--- src/rtl/fetch_unit_pkg.sv ---
// Shared processor definitions for the fetch path: default parameters and
// instruction-queue entry field widths.
package fetch_unit_pkg;

    localparam int          DEF_ADDR_WIDTH = 32;
    localparam int          DEF_DATA_WIDTH = 32;
    localparam int          DEF_DEPTH      = 4;
    localparam int unsigned DEF_RESET_PC   = 32'd0;

    localparam int INSTR_W    = DEF_DATA_WIDTH;
    localparam int PC_W       = DEF_ADDR_WIDTH;
    localparam int PC_PLUS1_W = DEF_ADDR_WIDTH;

    // Queue entry layout is {instr, pc, pc_plus1}.
    function automatic int entry_width(input int data_w, input int addr_w);
        return data_w + addr_w + addr_w;
    endfunction

endpackage

--- src/rtl/sync_fifo.sv ---
// Synchronous FIFO with a flush input that empties the queue at the next edge.
// Flush wins over any write or read presented in the same cycle.
module sync_fifo #(
    parameter int WIDTH = 8,
    parameter int DEPTH = 4
) (
    input  logic                   clock,
    input  logic                   reset,
    input  logic                   flush,
    input  logic                   wr_en,
    input  logic [WIDTH-1:0]       wr_data,
    input  logic                   rd_en,
    output logic [WIDTH-1:0]       rd_data,
    output logic [$clog2(DEPTH):0] count
);

    localparam int PTR_W = $clog2(DEPTH);
    localparam int CNT_W = PTR_W + 1;

    logic [WIDTH-1:0] mem_q [DEPTH];
    logic [WIDTH-1:0] mem_d [DEPTH];
    logic [PTR_W-1:0] head_q, head_d;
    logic [PTR_W-1:0] tail_q, tail_d;
    logic [CNT_W-1:0] count_q, count_d;
    logic             rd_ok_s;
    logic             wr_ok_s;

    assign rd_data = mem_q[head_q];
    assign count   = count_q;

    // Next-state for storage, pointers and occupancy.
    always_comb begin
        mem_d   = mem_q;
        head_d  = head_q;
        tail_d  = tail_q;
        count_d = count_q;
        rd_ok_s = rd_en && (count_q != CNT_W'(0));
        wr_ok_s = wr_en && ((count_q != CNT_W'(DEPTH)) || rd_ok_s);
        if (flush) begin
            head_d  = '0;
            tail_d  = '0;
            count_d = '0;
        end else begin
            // Pointers are PTR_W bits wide, so the increment wraps modulo DEPTH.
            if (wr_ok_s) begin
                mem_d[tail_q] = wr_data;
                tail_d        = tail_q + PTR_W'(1);
            end else begin
                tail_d = tail_q;
            end
            if (rd_ok_s) begin
                head_d = head_q + PTR_W'(1);
            end else begin
                head_d = head_q;
            end
            case ({wr_ok_s, rd_ok_s})
                2'b10:   count_d = count_q + CNT_W'(1);
                2'b01:   count_d = count_q - CNT_W'(1);
                default: count_d = count_q;
            endcase
        end
    end

    // Queue state registers.
    always_ff @(posedge clock or posedge reset) begin
        if (reset) begin
            for (int i = 0; i < DEPTH; i++) begin
                mem_q[i] <= '0;
            end
            head_q  <= '0;
            tail_q  <= '0;
            count_q <= '0;
        end else begin
            mem_q   <= mem_d;
            head_q  <= head_d;
            tail_q  <= tail_d;
            count_q <= count_d;
        end
    end

endmodule

--- src/rtl/fetch_unit.sv ---
// Instruction fetch: PC generation against a one-cycle-latency imem, with
// returned words buffered in an instruction queue towards decode.
module fetch_unit
    import fetch_unit_pkg::*;
#(
    parameter int                    ADDR_WIDTH = PC_W,
    parameter int                    DATA_WIDTH = INSTR_W,
    parameter int                    DEPTH      = DEF_DEPTH,
    parameter logic [ADDR_WIDTH-1:0] RESET_PC   = ADDR_WIDTH'(DEF_RESET_PC)
) (
    input  logic                   clock,
    input  logic                   reset,
    output logic [ADDR_WIDTH-1:0]  address_imem,
    input  logic [DATA_WIDTH-1:0]  q_imem,
    input  logic                   redirect,
    input  logic [ADDR_WIDTH-1:0]  redirect_pc,
    output logic                   out_valid,
    input  logic                   out_ready,
    output logic [DATA_WIDTH-1:0]  out_instr,
    output logic [ADDR_WIDTH-1:0]  out_pc,
    output logic [ADDR_WIDTH-1:0]  out_pc_plus1,
    output logic [$clog2(DEPTH):0] count
);

    localparam int CW = $clog2(DEPTH) + 1;
    localparam int EW = entry_width(DATA_WIDTH, ADDR_WIDTH);

    logic [ADDR_WIDTH-1:0] pc_q, pc_d;
    logic [ADDR_WIDTH-1:0] ipc_q, ipc_d;
    logic                  inflight_q, inflight_d;
    logic                  deq_s;
    logic                  enq_s;
    logic                  issue_s;
    logic [CW:0]           occ_s;
    logic [EW-1:0]         wr_data_s;
    logic [EW-1:0]         rd_data_s;

    assign address_imem = pc_q;
    assign out_valid    = (count != CW'(0));
    assign out_instr    = rd_data_s[EW-1 -: DATA_WIDTH];
    assign out_pc       = rd_data_s[2*ADDR_WIDTH-1 -: ADDR_WIDTH];
    assign out_pc_plus1 = rd_data_s[ADDR_WIDTH-1:0];

    // Issue decision and PC / in-flight next state; redirect overrides all.
    always_comb begin
        pc_d       = pc_q;
        ipc_d      = ipc_q;
        inflight_d = 1'b0;
        deq_s      = out_valid & out_ready;
        enq_s      = inflight_q & ~redirect;
        // Counting the in-flight word as occupied guarantees a slot when it lands.
        occ_s      = {1'b0, count} + (CW+1)'(inflight_q) - (CW+1)'(deq_s);
        issue_s    = ~redirect && (occ_s < (CW+1)'(DEPTH));
        wr_data_s  = {q_imem, ipc_q, ipc_q + ADDR_WIDTH'(1)};
        if (redirect) begin
            pc_d = redirect_pc;
        end else if (issue_s) begin
            pc_d       = pc_q + ADDR_WIDTH'(1);
            ipc_d      = pc_q;
            inflight_d = 1'b1;
        end else begin
            pc_d = pc_q;
        end
    end

    // PC and in-flight tracking registers.
    always_ff @(posedge clock or posedge reset) begin
        if (reset) begin
            pc_q       <= RESET_PC;
            ipc_q      <= '0;
            inflight_q <= 1'b0;
        end else begin
            pc_q       <= pc_d;
            ipc_q      <= ipc_d;
            inflight_q <= inflight_d;
        end
    end

    sync_fifo #(
        .WIDTH (EW),
        .DEPTH (DEPTH)
    ) u_iq (
        .clock   (clock),
        .reset   (reset),
        .flush   (redirect),
        .wr_en   (enq_s),
        .wr_data (wr_data_s),
        .rd_en   (deq_s),
        .rd_data (rd_data_s),
        .count   (count)
    );

endmodule

--- config.mk ---
export PLATFORM = sky130hd
export DESIGN_NAME = fetch_unit
export DESIGN_NICKNAME = d
export VERILOG_FILES = /design/src/rtl/fetch_unit_pkg.sv /design/src/rtl/sync_fifo.sv /design/src/rtl/fetch_unit.sv
export SDC_FILE = /design/constraint.sdc
export NUM_CORES = 1
export LEC_CHECK = 0
export CAP_MARGIN = 20
export CORE_ASPECT_RATIO = 1.5
export CORE_MARGIN = 5
export CORE_UTILIZATION = 62
export DETAILED_ROUTE_END_ITERATION = 6
export GPL_TIMING_DRIVEN = 0
export PLACE_DENSITY = 0.87
export SLEW_MARGIN = 20
export SYNTH_ARGS = -nofsm -noshare
export SYNTH_HDL_FRONTEND = slang
export SYNTH_SLANG_ARGS = --single-unit
--- constraint.sdc ---
create_clock -name clock -period 50.5 [get_ports clock]
set_clock_uncertainty 0.05 [all_clocks]
set_input_delay 10.1 -clock clock [delete_from_list [all_inputs] [get_ports clock]]
set_output_delay 10.1 -clock clock [all_outputs]
set_load 0.1 [all_outputs]
==> results.tsv, run 1 <==
stage	metric	value	unit
timing	endpoints failing setup	0	
cells_and_area	Final #Nets	2008	
drt	vias per cell	6.24	
synthesis	area of the mapped netlist	0.0205	mm²
critical_path	max incr delay on CP	1140	ps
cells_and_area	Finished Layout Cells	2375	
cells_and_area	Layout area overhead	19.5	%
placement	GP Congestion	0.930	
synthesis	FF+latch count, synth	456	
critical_path	reg2reg end	address_imem[30]	
cts	Clock transition at path regs	70	ps
timing	final hold violations	0	
synthesis	Synth Instances	1684	
cts	Post-CTS Setup Repair Bufs	0	
critical_path	crit-path max FO	10	
floorplanning	core area	0.0326	mm²
synthesis	ys flop type	dfrtp_1	
flow_run	maxcap violations	0	
synthesis	most common cell in the synthesized netlist	dfrtp_1	
cells_and_area	register area	0.0114	mm²
drt	Pre-antenna DRT Iters	7	
synthesis	synth warn	0	
timing	Slew Limit Fails	0	
cts	CTS tree	yes	
critical_path	Top cell by count, worst path	clkbuf_1	
drt	DRC	0	
timing	RSZ-0062 raised after global routing	false	
critical_path	critical register-to-register path startpoint	u_iq.count[2]	
synthesis	Post-synth EDFFs	0	
synthesis	top cells by area, synth	dfrtp_1 (56%), mux2_2 (12%), mux4_2 (11%)	
timing	fin crit share	28.8	%
timing	Rel. slew slack	27.9	%
drt	starting DRC count in detailed routing	1241	
drt	Routed Antenna Nets	0	
floorplanning	I/O pin cnt	200	
timing	Worst-Margin Slew	1080	ps
placement	Detail Placement HPWL	36500	µm
grt	vias in the first global route	16107	
synthesis	syn nets	1762	
drt	post-DR wirelength/cell	22.6	µm
cells_and_area	layout cells sized above 1	22.0	%
synthesis	Yosys top cell by area	dfrtp_1	
cts	Post-CTS Hold Fix Bufs	0	
hold_path	Hold Crit Depth	2	
cts	Clock Latency Late Sink	550	ps
cts	clock sinks	456	
critical_path	Req. time, crit path	40350	ps
critical_path	FF-to-FF path depth	13	
synthesis	Synth top area share	55.6	%
timing	Tmin final	14530	ps
floorplanning	die height	233	µm
placement	PortBufs	198	
floorplanning	die area	0.0369	mm²
cells_and_area	Multi-input gate area	0.00852	mm²
drt	Post-Route WL	53600	µm
floorplanning	die width	159	µm
critical_path	crit end category	output port	
outcome	run status	finished, final reports clean	
critical_path	Startpoint Class	flip-flop	
floorplanning	row cnt	81	
floorplanning	Starting Density	62.9	%
synthesis	post-synthesis sequential area ratio	55.6	%
critical_path	Worst EP arrival	4380	ps
critical_path	reg-to-reg setup timing slack	46130	ps
grt	All-Layer GR Usage	29.7	%
cts	CTS resizes	0	
timing	Sum Neg Setup Slack	0	ps
grt	largest net degree at the start of global routing	114	
cells_and_area	ant diodes	0	
grt	first-pass GRT wire length	85800	µm
cts	clk root buf	clkbuf_16	
hold_path	worst min path class	reg -> reg	
grt	grt total ovfl	0	
synthesis	top cells by count, synth	dfrtp_1 (456), nand2_1 (373), mux2_2 (226)	
synthesis	Avg Inst Size Synth	12.2	µm²
grt	initial antenna violation count	0	
cells_and_area	fillers	2051	
synthesis	ys async rst share	100	%
hold_path	Worst Min Path Start	u_iq.mem_q[174]	
hold_path	WHS Endpoint	u_iq.mem_q[174]	
critical_path	crit path kind	reg -> out	
timing	fmax	0.0688	GHz
critical_path	worst-path cell chain	clkbuf_1 -> clkbuf_1 -> clkbuf_1 -> mux4_2 -> clkdlybuf4s50_1	
cts	H-tree levels	2	
critical_path	CP max-delay cell	clkdlybuf4s50_1	
placement	Cells after DPL	2301	
drt	Via Count	14825	
synthesis	synth unique cells	45	
cts	CTS Buffer Depth	3	
cts	total CTS buffers	42	
[flip-flops by register name (all words and copies together), names as in the netlist]
| name | flops |
|---|---|
| u_iq.mem_q | 384 |
| ipc_q | 32 |
| address_imem | 32 |
| inflight_q | 1 |
| u_iq.count | 3 |
| u_iq.head_q | 2 |
| u_iq.tail_q | 2 |
[area by class of cell]
type                    instances  area share [%]
well taps                     415            2.12
clock inverters                14           0.510
multi-input cells            1080            34.7
plain buffers                 127            2.15
inverters                      21           0.352
repair buffers                202            8.52
clock buffers                  60            5.14
flip-flops and latches        456            46.5
[worst max-delay path: cells and delay by family (launching register included)]
| kind | cells | cell delay (ps) |
|---|---|---|
| buffers and inverters | 4 | 3140 |
| multiplexers | 1 | 370 |
| flip-flops | 1 | 320 |
[cells in the final DEF, fill, tap and decap left out, types with 18 or more instances in the layout]
master             n
dfrtp_1          456
nand2_1          373
mux2_2           226
clkdlybuf4s50_1  198
o21ai_0          146
mux4_2            96
clkbuf_1          79
clkbuf_16         45
nand3_1           35
buf_2             34
xor2_1            28
xnor2_1           25
nand4_1           23
buf_1             20
inv_1             20
nor2_1            20
nor3_1            18
[per-layer routing]
metal / vias up / part of all wire (%) / global-route usage (%) / wire [µm]
li1: 6403 / - / - / -
met5: - / 0 / 0 / 0
met3: 193 / 6.4 / 5.43 / 3410
met1: 7539 / 37 / 36.2 / 19700
met4: 0 / 5.6 / 16.0 / 3010
met2: 690 / 51 / 49.9 / 27500
[how the worst max path moves through the flow]
| stage | start | endpoint | slack (ps) | depth (start not counted) |
|---|---|---|---|---|
| after global routing | u_iq.head_q[0] | out_instr[29] | 35750 | 5 |
| after detailed placement | out_ready | ipc_q[13] | 36410 | 12 |
| after CTS | u_iq.head_q[0] | out_instr[29] | 35890 | 5 |
| after global placement | reset | u_iq.mem_q[252] | 23340 | 2 |
| after floorplan | reset | address_imem[0] | 27640 | 1 |
| final | u_iq.head_q[0] | out_instr[29] | 35970 | 5 |
[per-stage QoR]
step,hold WS [ps],setup slack (ps),cell area [µm²],utilization (%)
2_1_floorplan,390,27640,20500,-
3_3_place_gp,403,23340,23000,70.6
3_5_place_dp,413,36410,23200,71.0
4_1_cts,428,35890,24500,75.2
5_1_grt,449,35750,24500,75.2
6_report,426,35970,24500,75.2
[logic make-up after synthesis]
logic type / Yosys count / synth area share (%)
AND/OR/NAND/NOR: 515 / 10.8
flip-flops: 456 / 55.6
XOR/XNOR: 53 / 2.26
AO/OA/AOI/OAI: 175 / 4.65
buffers and inverters: 148 / 2.95
multiplexers: 327 / 23.2
adder cells (fa/ha/maj): 10 / 0.646
Power of run 1 is left out: the tool's default activity adds up to more than one toggle a clock period on the data nets, which glitch-free logic cannot reach.
==> run 2, diff against run 1 <==
CORE_UTILIZATION = 52   (was 62)
PLACE_DENSITY = 0.78   (was 0.87)
clock period = 11.81 ns   (was 50.5 ns; I/O delays follow)
==> run 2 against run 1 <==
  * First-iteration DRC count shrank 13%
  * Final cell count grew 4.1%
  * Clock-buffer cell count shrank 1
  * Design area grew 1.3%
  * Non-clock buffer count grew 10
  * Critical path type unchanged
==> results.tsv, run 2 (synthesized netlist as in run 1, its figures left out) <==
stage	metric	value	unit	change
drt	Pre-antenna DRT Iters	5		-2
cells_and_area	max FFs per register	384		unchanged
drt	starting DRC count in detailed routing	1083		-13%
timing	Worst-Margin Slew	1110	ps	+33.0 ps
hold_path	worst min path class	reg -> reg		
timing	fmax	0.146	GHz	
cells_and_area	commonest cells after routing, fill and taps aside	dfrtp_1 (456), nand2_1 (373), mux2_2 (226), clkdlybuf4s50_1 (198), o21ai_0 (146)		
cells_and_area	Final #Nets	2019		+0.55%
drt	DRC	0		unchanged
cts	Post-CTS Hold Fix Bufs	0		unchanged
cts	Post-CTS Setup Repair Bufs	0		unchanged
critical_path	Top cell by count, worst path	clkbuf_1		
critical_path	Worst EP arrival	4460	ps	+80 ps
critical_path	Startpoint Class	flip-flop		
critical_path	CP max-delay cell	clkdlybuf4s50_1		
drt	vias per cell	5.82		-6.8%
cts	CTS resizes	0		unchanged
timing	fin crit share	58.2	%	
cts	CTS tree	yes		
cells_and_area	post-layout util	63.4	%	-12 points
cells_and_area	commonest non-fill, non-tap cell in the layout	dfrtp_1		
critical_path	Buf/Inv on CP	4		unchanged
floorplanning	die height	253	µm	+8.8%
timing	final hold violations	0		unchanged
critical_path	max incr delay on CP	1170	ps	+30 ps
critical_path	Req. time, crit path	9400	ps	-30,950 ps
drt	post-DR wirelength/cell	21.3	µm	-5.5%
cts	clock sinks	456		unchanged
timing	endpoints failing setup	0		unchanged
drt	Via Count	14387		-3.0%
floorplanning	core area	0.0392	mm²	+20%
cells_and_area	Layout area overhead	21.0	%	
floorplanning	die width	172	µm	+8.6%
cells_and_area	Most flops, register	u_iq.mem_q		
cts	total CTS buffers	43		+2.4%
drt	Routed Antenna Nets	0		unchanged
critical_path	crit-path max FO	10		unchanged
timing	Slew Limit Fails	0		unchanged
floorplanning	Starting Density	52.4	%	-11 points
timing	WHS	423	ps	-2.41 ps
placement	Placed Area	0.0234	mm²	+1.2%
critical_path	crit path kind	reg -> out		
critical_path	crit end category	output port		
floorplanning	I/O pin cnt	200		unchanged
floorplanning	die area	0.0437	mm²	+18%
grt	initial antenna violation count	0		unchanged
grt	first-pass GRT wire length	83400	µm	-2.8%
timing	RSZ-0062 raised after global routing	false		
floorplanning	row cnt	89		+9.9%
drt	Post-Route WL	52800	µm	-1.6%
timing	Rel. slew slack	25.7	%	-2.2 points
cells_and_area	ant diodes	0		unchanged
cts	H-tree levels	2		unchanged
grt	grt total ovfl	0		unchanged
cells_and_area	fin area	0.0249	mm²	+1.3%
timing	Tmin final	6870	ps	
placement	Detail Placement HPWL	37500	µm	+2.9%
flow_run	maxcap violations	0		unchanged
cts	Clock Latency Late Sink	560	ps	about the same
critical_path	CP top delay family	buffers and inverters		
grt	largest net degree at the start of global routing	37		-68%
cts	clk root buf	clkbuf_16		
placement	GP Congestion	0.936		+0.66%
cts	CTS Buffer Depth	3		unchanged
outcome	run status	finished, final reports clean		
critical_path	worst-path cell chain	clkbuf_1 -> buf_1 -> clkbuf_1 -> mux4_2 -> clkdlybuf4s50_1		
cells_and_area	layout cells sized above 1	22.5	%	+0.41 points
grt	vias in the first global route	14976		-7.0%
grt	All-Layer GR Usage	24.5	%	-5.2 points
timing	Sum Neg Setup Slack	0	ps	unchanged
placement	PortBufs	198		unchanged
cts	Clock transition at path regs	60	ps	about the same
## run 2: cell types whose count changed in the layout (fill, tap and decap cells not counted)
cell,delta
clkbuf_16,-2
inv_6,+3
clkinv_2,-2
clkbuf_8,-1
clkbuf_1,+2
buf_12,+13
clkinvlp_4,+2
inv_8,-1
bufinv_16,+2
buf_16,-3
## run 2: final cells by class
cell class	instances	area, µm²
timing repair buffer	212	2270
fill	2937	14300
clock buffer	59	1210
buffer	127	527
tap	500	626
multi-input combinational	1080	8520
inverter	21	82.6
clock inverter	18	209
sequential	456	11400
## run 2: worst min-delay path: cells and delay by family (launching register included)
kind	cells	cell delay (ps)
flip-flops	1	340
AND/OR/NAND/NOR	2	100
## run 2: per-stage QoR
stage	instances	setup slack (ps)
4_1_cts	2473	4910
6_report	2473	4940
2_1_floorplan	1684	3230
3_5_place_dp	2396	5530
5_1_grt	2473	4780
3_3_place_gp	2382	715
## run 2: per-layer routing
| metal | vias up | global-route usage (%) | routed length [µm] |
|---|---|---|---|
| li1 | 6438 | - | - |
| met1 | 7322 | 30.9 | 20000 |
| met2 | 509 | 41.9 | 27300 |
| met3 | 118 | 4.31 | 3270 |
| met4 | 0 | 9.69 | 2190 |
| met5 | - | 0 | 0 |
## run 2: path summary, 6_finish.rpt
| kind | startpoint | to | slack, ps | depth (start not counted) |
|---|---|---|---|---|
| max | u_iq.head_q[1] | out_pc_plus1[27] | 4940 | 5 |
| min | u_iq.mem_q[131] | u_iq.mem_q[131] | 420 | 2 |
| max reg2reg | u_iq.count[2] | address_imem[30] | 7620 | 13 |
| min reg2reg | u_iq.mem_q[131] | u_iq.mem_q[131] | 420 | 2 |
| max in group asynchronous | reset | u_iq.mem_q[348] | 6970 | 11 |
| min in group asynchronous | reset | u_iq.mem_q[94] | 2230 | 2 |
Power of run 2 is left out for the same reason.
